$ cat src/rtl/m_mac_pkg.sv
// Shared definitions for the pipelined multiply-accumulate unit:
// operation modes and the legal range of the multiplier pipeline depth.
package m_mac_pkg;

    typedef enum logic [1:0] {
        MODE_MADD = 2'b00,
        MODE_ACC  = 2'b01,
        MODE_MUL  = 2'b10,
        MODE_LOAD = 2'b11
    } mode_e;

    localparam int unsigned MUL_STAGES_MIN = 1;
    localparam int unsigned MUL_STAGES_MAX = 4;

endpackage

$ cat src/rtl/m_mac_pipe_reg.sv
// One pipeline stage: a data register plus a valid bit, both advanced by a
// shared enable; only the valid bit is cleared by the synchronous reset.
module m_pipe_reg #(
    parameter int unsigned W = 8
) (
    input  logic         i_clk,
    input  logic         i_rst_n,
    input  logic         i_en,
    input  logic         i_valid,
    input  logic [W-1:0] i_data,
    output logic         o_valid,
    output logic [W-1:0] o_data
);

    logic         r_valid;
    logic [W-1:0] r_data;

    always_ff @(posedge i_clk) begin
        if (!i_rst_n) begin
            r_valid <= 1'b0;
        end else if (i_en) begin
            r_valid <= i_valid;
        end
    end

    always_ff @(posedge i_clk) begin
        if (i_en) begin
            r_data <= i_data;
        end
    end

    assign o_valid = r_valid;
    assign o_data  = r_data;

endmodule

$ cat src/rtl/m_mac_pipe.sv
// Stall-all pipelined multiply-accumulate: operand stage, multiplier plus
// MUL_STAGES-1 re-register stages, then an inline add/accumulate stage.
module m_mac_pipe
    import m_mac_pkg::*;
#(
    parameter int unsigned A_W        = 16,
    parameter int unsigned B_W        = 32,
    parameter int unsigned Y_W        = 32,
    parameter int unsigned MUL_STAGES = 1
) (
    input  logic           w_clk,
    input  logic           w_rst_n,
    input  logic           w_in_valid,
    output logic           w_in_ready,
    input  logic [1:0]     w_mode,
    input  logic [A_W-1:0] w_a,
    input  logic [B_W-1:0] w_b,
    input  logic [Y_W-1:0] w_c,
    output logic           w_out_valid,
    input  logic           w_out_ready,
    output logic [Y_W-1:0] w_y,
    output logic           w_ovf,
    output logic [Y_W-1:0] w_acc
);

    localparam int unsigned P_W  = A_W + B_W;
    localparam int unsigned S0_W = 2 + A_W + B_W + Y_W;
    localparam int unsigned SM_W = 2 + P_W + Y_W;
    // Wide enough to hold the product and expose at least one bit above Y_W.
    localparam int unsigned X_W  = (P_W > Y_W) ? P_W : Y_W + 1;

    if (MUL_STAGES < MUL_STAGES_MIN || MUL_STAGES > MUL_STAGES_MAX) begin : g_bad_stages
        $error("m_mac_pipe: MUL_STAGES must be within 1..4");
    end

    logic w_en;
    logic r_out_valid;
    logic r_ovf;
    logic [Y_W-1:0] r_y;
    logic [Y_W-1:0] r_acc;

    assign w_en = ~r_out_valid | w_out_ready;

    logic            w_s0_valid;
    logic [S0_W-1:0] w_s0_data;
    logic [1:0]      w_s0_mode;
    logic [A_W-1:0]  w_s0_a;
    logic [B_W-1:0]  w_s0_b;
    logic [Y_W-1:0]  w_s0_c;
    logic [P_W-1:0]  w_prod;

    m_pipe_reg #(.W(S0_W)) u_s0 (
        .i_clk   (w_clk),
        .i_rst_n (w_rst_n),
        .i_en    (w_en),
        .i_valid (w_in_valid),
        .i_data  ({w_mode, w_a, w_b, w_c}),
        .o_valid (w_s0_valid),
        .o_data  (w_s0_data)
    );

    assign {w_s0_mode, w_s0_a, w_s0_b, w_s0_c} = w_s0_data;
    assign w_prod = P_W'(w_s0_a) * P_W'(w_s0_b);

    logic [SM_W-1:0] w_st_data  [MUL_STAGES+1];
    logic            w_st_valid [MUL_STAGES+1];

    assign w_st_data[0]  = {w_s0_mode, w_prod, w_s0_c};
    assign w_st_valid[0] = w_s0_valid;

    for (genvar i = 1; i <= MUL_STAGES; i++) begin : g_mul_stage
        m_pipe_reg #(.W(SM_W)) u_st (
            .i_clk   (w_clk),
            .i_rst_n (w_rst_n),
            .i_en    (w_en),
            .i_valid (w_st_valid[i-1]),
            .i_data  (w_st_data[i-1]),
            .o_valid (w_st_valid[i]),
            .o_data  (w_st_data[i])
        );
    end

    logic           w_f_valid;
    logic [1:0]     w_f_mode;
    logic [P_W-1:0] w_f_p;
    logic [Y_W-1:0] w_f_c;
    logic [X_W-1:0] w_p_ext;
    logic [Y_W-1:0] w_pt;
    logic           w_p_hi;
    logic [Y_W:0]   w_sum;
    logic           w_acc_we;
    logic [Y_W-1:0] w_y_d;
    logic           w_ovf_d;

    assign w_f_valid = w_st_valid[MUL_STAGES];
    assign {w_f_mode, w_f_p, w_f_c} = w_st_data[MUL_STAGES];
    assign w_p_ext = X_W'(w_f_p);
    assign w_pt    = w_p_ext[Y_W-1:0];
    assign w_p_hi  = |(w_p_ext >> Y_W);

    always_comb begin
        w_sum    = {1'b0, w_pt};
        w_acc_we = 1'b0;
        case (mode_e'(w_f_mode))
            MODE_MADD: w_sum = {1'b0, w_pt} + {1'b0, w_f_c};
            MODE_ACC: begin
                w_sum    = {1'b0, w_pt} + {1'b0, r_acc};
                w_acc_we = 1'b1;
            end
            MODE_MUL:  w_sum = {1'b0, w_pt};
            MODE_LOAD: w_acc_we = 1'b1;
            default:   w_sum = {1'b0, w_pt};
        endcase
        w_y_d   = w_sum[Y_W-1:0];
        w_ovf_d = w_p_hi | w_sum[Y_W];
    end

    // Result and accumulator hold through stalls and bubbles.
    always_ff @(posedge w_clk) begin
        if (!w_rst_n) begin
            r_out_valid <= 1'b0;
            r_y         <= '0;
            r_ovf       <= 1'b0;
            r_acc       <= '0;
        end else if (w_en) begin
            r_out_valid <= w_f_valid;
            if (w_f_valid) begin
                r_y   <= w_y_d;
                r_ovf <= w_ovf_d;
                if (w_acc_we) begin
                    r_acc <= w_y_d;
                end
            end
        end
    end

    assign w_in_ready  = w_en;
    assign w_out_valid = r_out_valid;
    assign w_y         = r_y;
    assign w_ovf       = r_ovf;
    assign w_acc       = r_acc;

endmodule

$ cat config.mk
export PLATFORM = sky130hd
export DESIGN_NAME = m_mac_pipe
export DESIGN_NICKNAME = d
export VERILOG_FILES = /design/src/rtl/m_mac_pkg.sv /design/src/rtl/m_mac_pipe_reg.sv /design/src/rtl/m_mac_pipe.sv
export SDC_FILE = /design/constraint.sdc
export NUM_CORES = 2
export LEC_CHECK = 0
export ABC_AREA = 1
export BUFFER_PORTS_ARGS = -buffer_cell sky130_fd_sc_hd__buf_4
export CORE_MARGIN = 3
export CORE_UTILIZATION = 40
export CTS_CLUSTER_SIZE = 12
export DETAILED_ROUTE_END_ITERATION = 16
export PLACE_DENSITY_LB_ADDON = 0.08
export SLEW_MARGIN = 10
export SYNTH_ARGS = -nofsm -noshare
export SYNTH_HDL_FRONTEND = slang
export SYNTH_SLANG_ARGS = --single-unit
$ cat constraint.sdc
create_clock -name w_clk -period 10.5 [get_ports w_clk]
set_clock_uncertainty 0.1 [all_clocks]
set_input_delay 1.575 -clock w_clk [delete_from_list [all_inputs] [get_ports w_clk]]
set_output_delay 1.575 -clock w_clk [all_outputs]
set_load 0.02 [all_outputs]
* Yosys cells after proc, flatten, opt, wreduce, memory -nomap -nowiden
Index checks and enable logic that the tools add are counted.
W data, S select, Z words.
** Word-level totals
- Output and inout bits :: 67
- Input port bits :: 86
- Word-level logic and storage cells :: 23
- Register bits after elaboration :: 232
** Cells by class
- Add/subtract/negate cells :: 2
- Bitwise logic cells :: 3
- Reductions and logical operators :: 5
- Equality and inequality tests :: 2
- Multipliers :: 1
- Mux-type cells :: 2
** Operator list (number)
- $add A32 B32 Y33 :: 2
- $pmux W33 S2 :: 1
- $mul A16 B32 Y48 :: 1
- $reduce_or A16 Y1 :: 1
- $reduce_and A3 Y1 :: 1
- $eq A2 B1 Y1 const B :: 1
- $eq A2 B2 Y1 const B :: 1
- $logic_not A2 Y1 :: 1
- $or A1 B1 Y1 :: 2
- $reduce_and A2 Y1 :: 1
- $reduce_or A2 Y1 :: 1
- $mux W1 :: 1
- $not A1 Y1 :: 1

* Longest topological paths before layout
- Depth after elaboration :: 4
- Gate-level depth with buffers :: 30
- Mapped depth without buffers :: 28

* Cells and area by module
A second synthesis with hierarchy kept.
** Second synthesis, totals
- Cell total of the unflattened synthesis :: 3531
- Area, all modules :: 27873.0 sq um
** By module, submodules not included
- m_mac_pipe :: instances 1, sequential area each 1321.3 sq um, cells an instance 3355, area an instance 22865.7 sq um
- m_pipe_reg :: instances 2, sequential area each 2482.4 sq um, cells an instance 88, area an instance 2503.7 sq um

* Least setup slack after synthesis
OpenSTA, ideal clock, no wires.
- Path kind :: input port to output port
- From :: input w_out_ready
- To :: output w_in_ready
- Required time :: 8825 ps
- Setup slack :: 3860 ps
- Cell stages on the path :: 2
- Buffers on the path :: 0
- Arrival :: 4965 ps
- Cells stage by stage :: nor2_1 inv_1
** Between the ends
- Cells in the longest elaborated chain, start to end :: 1
** RTL lines
- start: declaration :: RTL line m_mac_pipe.sv:20 : input logic w_out_ready,
- $or A1 B1 Y1 :: RTL line m_mac_pipe.sv:42 : assign w_en = ~r_out_valid | w_out_ready;
- end: declaration :: RTL line m_mac_pipe.sv:14 : output logic w_in_ready,
Every way passes these cells.

* Worst setup path in the final report
- From :: register u_s0.r_data[39] (netlist: u_s0.o_data[39])
- To :: register g_mul_stage[1].u_st.r_data[54] (data pin)
** Between the ends
- Cells in the longest elaborated chain, start to end :: 1
** RTL lines
- start: declaration :: RTL line m_mac_pipe_reg.sv:16 : logic [W-1:0] r_data;
- start signal: assignment :: RTL line m_mac_pipe_reg.sv:28 : r_data <= i_data;
- $mul A16 B32 Y48 :: RTL line m_mac_pipe.sv:63 : assign w_prod = P_W'(w_s0_a) * P_W'(w_s0_b);
- named net g_mul_stage[1].u_st.i_data[54] :: RTL line m_mac_pipe_reg.sv:10 : input logic [W-1:0] i_data,
- end signal: assignment :: RTL line m_mac_pipe_reg.sv:28
- end: declaration :: RTL line m_mac_pipe_reg.sv:16
The timed path passes the listed nets, and every way through them passes these cells.
A chain may end at the register's enable or synchronous reset.

==> results.toml <==
[floorplan]
chipWidth_microns = 270
die_area_sq_mm = 0.0728
start_util = 0.405
core_area_sq_mm = 0.0688
rows = 96
ioPinCount = 153
die_height_microns = 270

[setup_path]
r2r_slack_ps = 3990
cp_data_required_time_ps = 10740
cp-startpoint = "u_s0.o_data[39]"
ff2ff_path_depth = 20
arrival_ps = 6750
worst_setup_path_start_kind = "flop"
r2r_start = "u_s0.o_data[39]"
cp_max_fo = 16
path_class = "reg2reg"
cp-end-kind = "flop"
r2r-end = "g_mul_stage[1].u_st.o_data[54]"

[sta]
timing.fmax_mhz = 154
finalSetupTns_ps = 0
period_minus_slack_ps = 6510
slew_viol_final = 0
finalHoldViolations = 0
timing.final.crit_share = 0.620
worstMarginPinSlew_ps = 1030
slew-limit-headroom = 0.311
rsz0062_at_grt = "false"
finalSetupViolCount = 0
worst_slack_ps = 3990

[outcome]
outcome = "finished, final reports clean"

[drt]
drt_iter0_drc = 1247
via_count = 22000
drc_errors = 0
viasPerCell = 4.84
first_pass_iters = 5
ant_nets = 0
wl_microns = 84400
wl_per_cell_microns = 18.5

[placement]
hpwl_microns = 67800
gp_congestion = 0.909
portBuffers = 152
pre_cts_ws_ps = 3990

[synth]
async_flop_share = 0
synth_simple_gate_area_frac = 0.199
synth_top_area_cell = "fa_1"
synth_cells = 3532
synth_cell_types = 48
yosys_warnings = 0
seq_area_frac_synth = 0.226
synthAdderAreaFrac = 0.369
synth_top_area_share = 0.301
ys.flop_type = "edfxtp_1"
ys_ff_latch = 232
synth_common_cells = "nand2_1 (1010), inv_1 (890), fa_1 (419), nor2_1 (188), edfxtp_1 (164)"
yosys.cell_count.top_type = "nand2_1"
synth_top_family_by_area = "adder cells"
synth_edf_count = 164
muxShareOfSynthArea = 0.000809
synth_area_sq_mm = 0.0278
synth_compound_area_frac = 0.0496
syn_nets = 4189
synth_xor_area_frac = 0.0132
synth.area.top_cells = "fa_1 (30%), edfxtp_1 (18%), nand2_1 (14%), inv_1 (12%), ha_1 (6.8%)"
syn_avg_cell_area_sq_um = 7.88

[clock_tree]
post_cts_resized = 0
cts_root_buf = "clkbuf_16"
clock_latency_ps = 630
postCtsSetupBuffers = 0
cts_hold_buf = 0
cts_buffers = 30
clk_pin_slew_ps = 60
clock_sinks = 232
cts.path.max_buffers = 3
cts_tree = "done"
h-tree-depth = 1

[grt]
antenna_found_initial = 1
grt_pass1_wl_microns = 134000
grt_max_degree = 86
gr-total-overflow = 0
grt_usage = 0.235
grt_pass1_vias = 23900

[finish]
nets = 4255
fillers = 7009
drive_gt1_frac = 0.0751
syn_to_final_growth_pct = 10.6

[hold_path]
holdPathStages = 0
hold_path.class = "reg2reg"
hold_start = "u_s0.o_data[12]"
min_to = "g_mul_stage[1].u_st.o_data[12]"

[run]
maxCapViolCount = 0
[layout by cell type (no fill, tap or decap), types with 9 or more instances in the layout]
cell and count:
nand2_2 11, o21ai_0 77, nor3_1 18, nor2_2 9, buf_4 177, ha_1 152, inv_1 889, o21ai_1 10
inv_2 13, edfxtp_1 164, nand2_1 1009, nand4_1 10, clkbuf_16 30, nor2_1 187, dfxtp_1 68, a21oi_1 118
xor2_1 28, fa_1 419, nand3_1 122, xnor2_1 14
[final cells by class]
cell class                 count  area, sq um  share of cell area
antenna                        1         2.50           0.0000812
clock buffer                  37          777              0.0252
clock inverter                19          201             0.00654
inverter                     904         3400               0.110
multi-input combinational   2252        17600               0.572
sequential                   232         6290               0.204
tap                          931         1160              0.0378
timing repair buffer         178         1350              0.0438
[cell families (layout without fill, tap and decap cells)]
kind of cell	after synthesis	in the layout
AO/OA/AOI/OAI	245	245
XOR/XNOR	42	42
adder cells (fa/ha/maj)	571	571
buffers and inverters	1048	1138
flip-flops	232	232
multiplexers	2	2
other	0	1
AND/OR/NAND/NOR	1392	1392
[worst max path at each step]
stage / end / slack (ps) / cells past startpoint
CTS: g_mul_stage[1].u_st.o_data[54] / 3980 / 20
global route: g_mul_stage[1].u_st.o_data[54] / 3700 / 20
finish: g_mul_stage[1].u_st.o_data[54] / 3990 / 20
detailed placement: g_mul_stage[1].u_st.o_data[54] / 3990 / 20
global placement: g_mul_stage[1].u_st.o_data[54] / 3960 / 18
floorplan: w_in_ready / 3860 / 2
[metrics by stage]
stage               utilization  hold slack, ps  area (sq um)  cells
floorplan                     -             300         27800   3532
global placement          0.433             304         29800   4497
detailed placement        0.433             305         29800   4497
CTS                       0.448             315         30800   4553
global route              0.448             327         30800   4553
finish                    0.448             314         30800   4554
[flip-flops by register name (all words and copies together) (netlist names)]
name	cells
w_out_valid	1
w_y	32
u_s0.o_valid	1
g_mul_stage.u_st.o_valid	1
w_ovf	1
g_mul_stage.u_st.o_data	82
w_acc	32
u_s0.o_data	82
[worst max-delay path: stages (launching register included)]
cell      delay (ps)
edfxtp_1         910
nand2_1          180
fa_1             560
inv_1             70
fa_1             510
inv_1             60
fa_1             540
inv_1             70
fa_1             410
fa_1             520
inv_1             50
fa_1             480
inv_1             40
ha_1             370
a21o_1           250
a21boi_2         250
nor2_1            90
nor2_1           170
nand2_1           90
a21oi_1          310
xnor2_1          200
[routing by layer]
| layer | vias to the layer above | GRT usage | part of all wire |
|---|---|---|---|
| li1 | 10500 | - | - |
| met1 | 10900 | 0.298 | 0.43 |
| met2 | 538 | 0.411 | 0.49 |
| met3 | 136 | 0.0365 | 0.049 |
| met4 | 0 | 0.0794 | 0.036 |
| met5 | - | 0 | 0 |
Power is left out: the tool's default activity adds up to more than one toggle a clock period on the data nets, which glitch-free logic cannot reach.
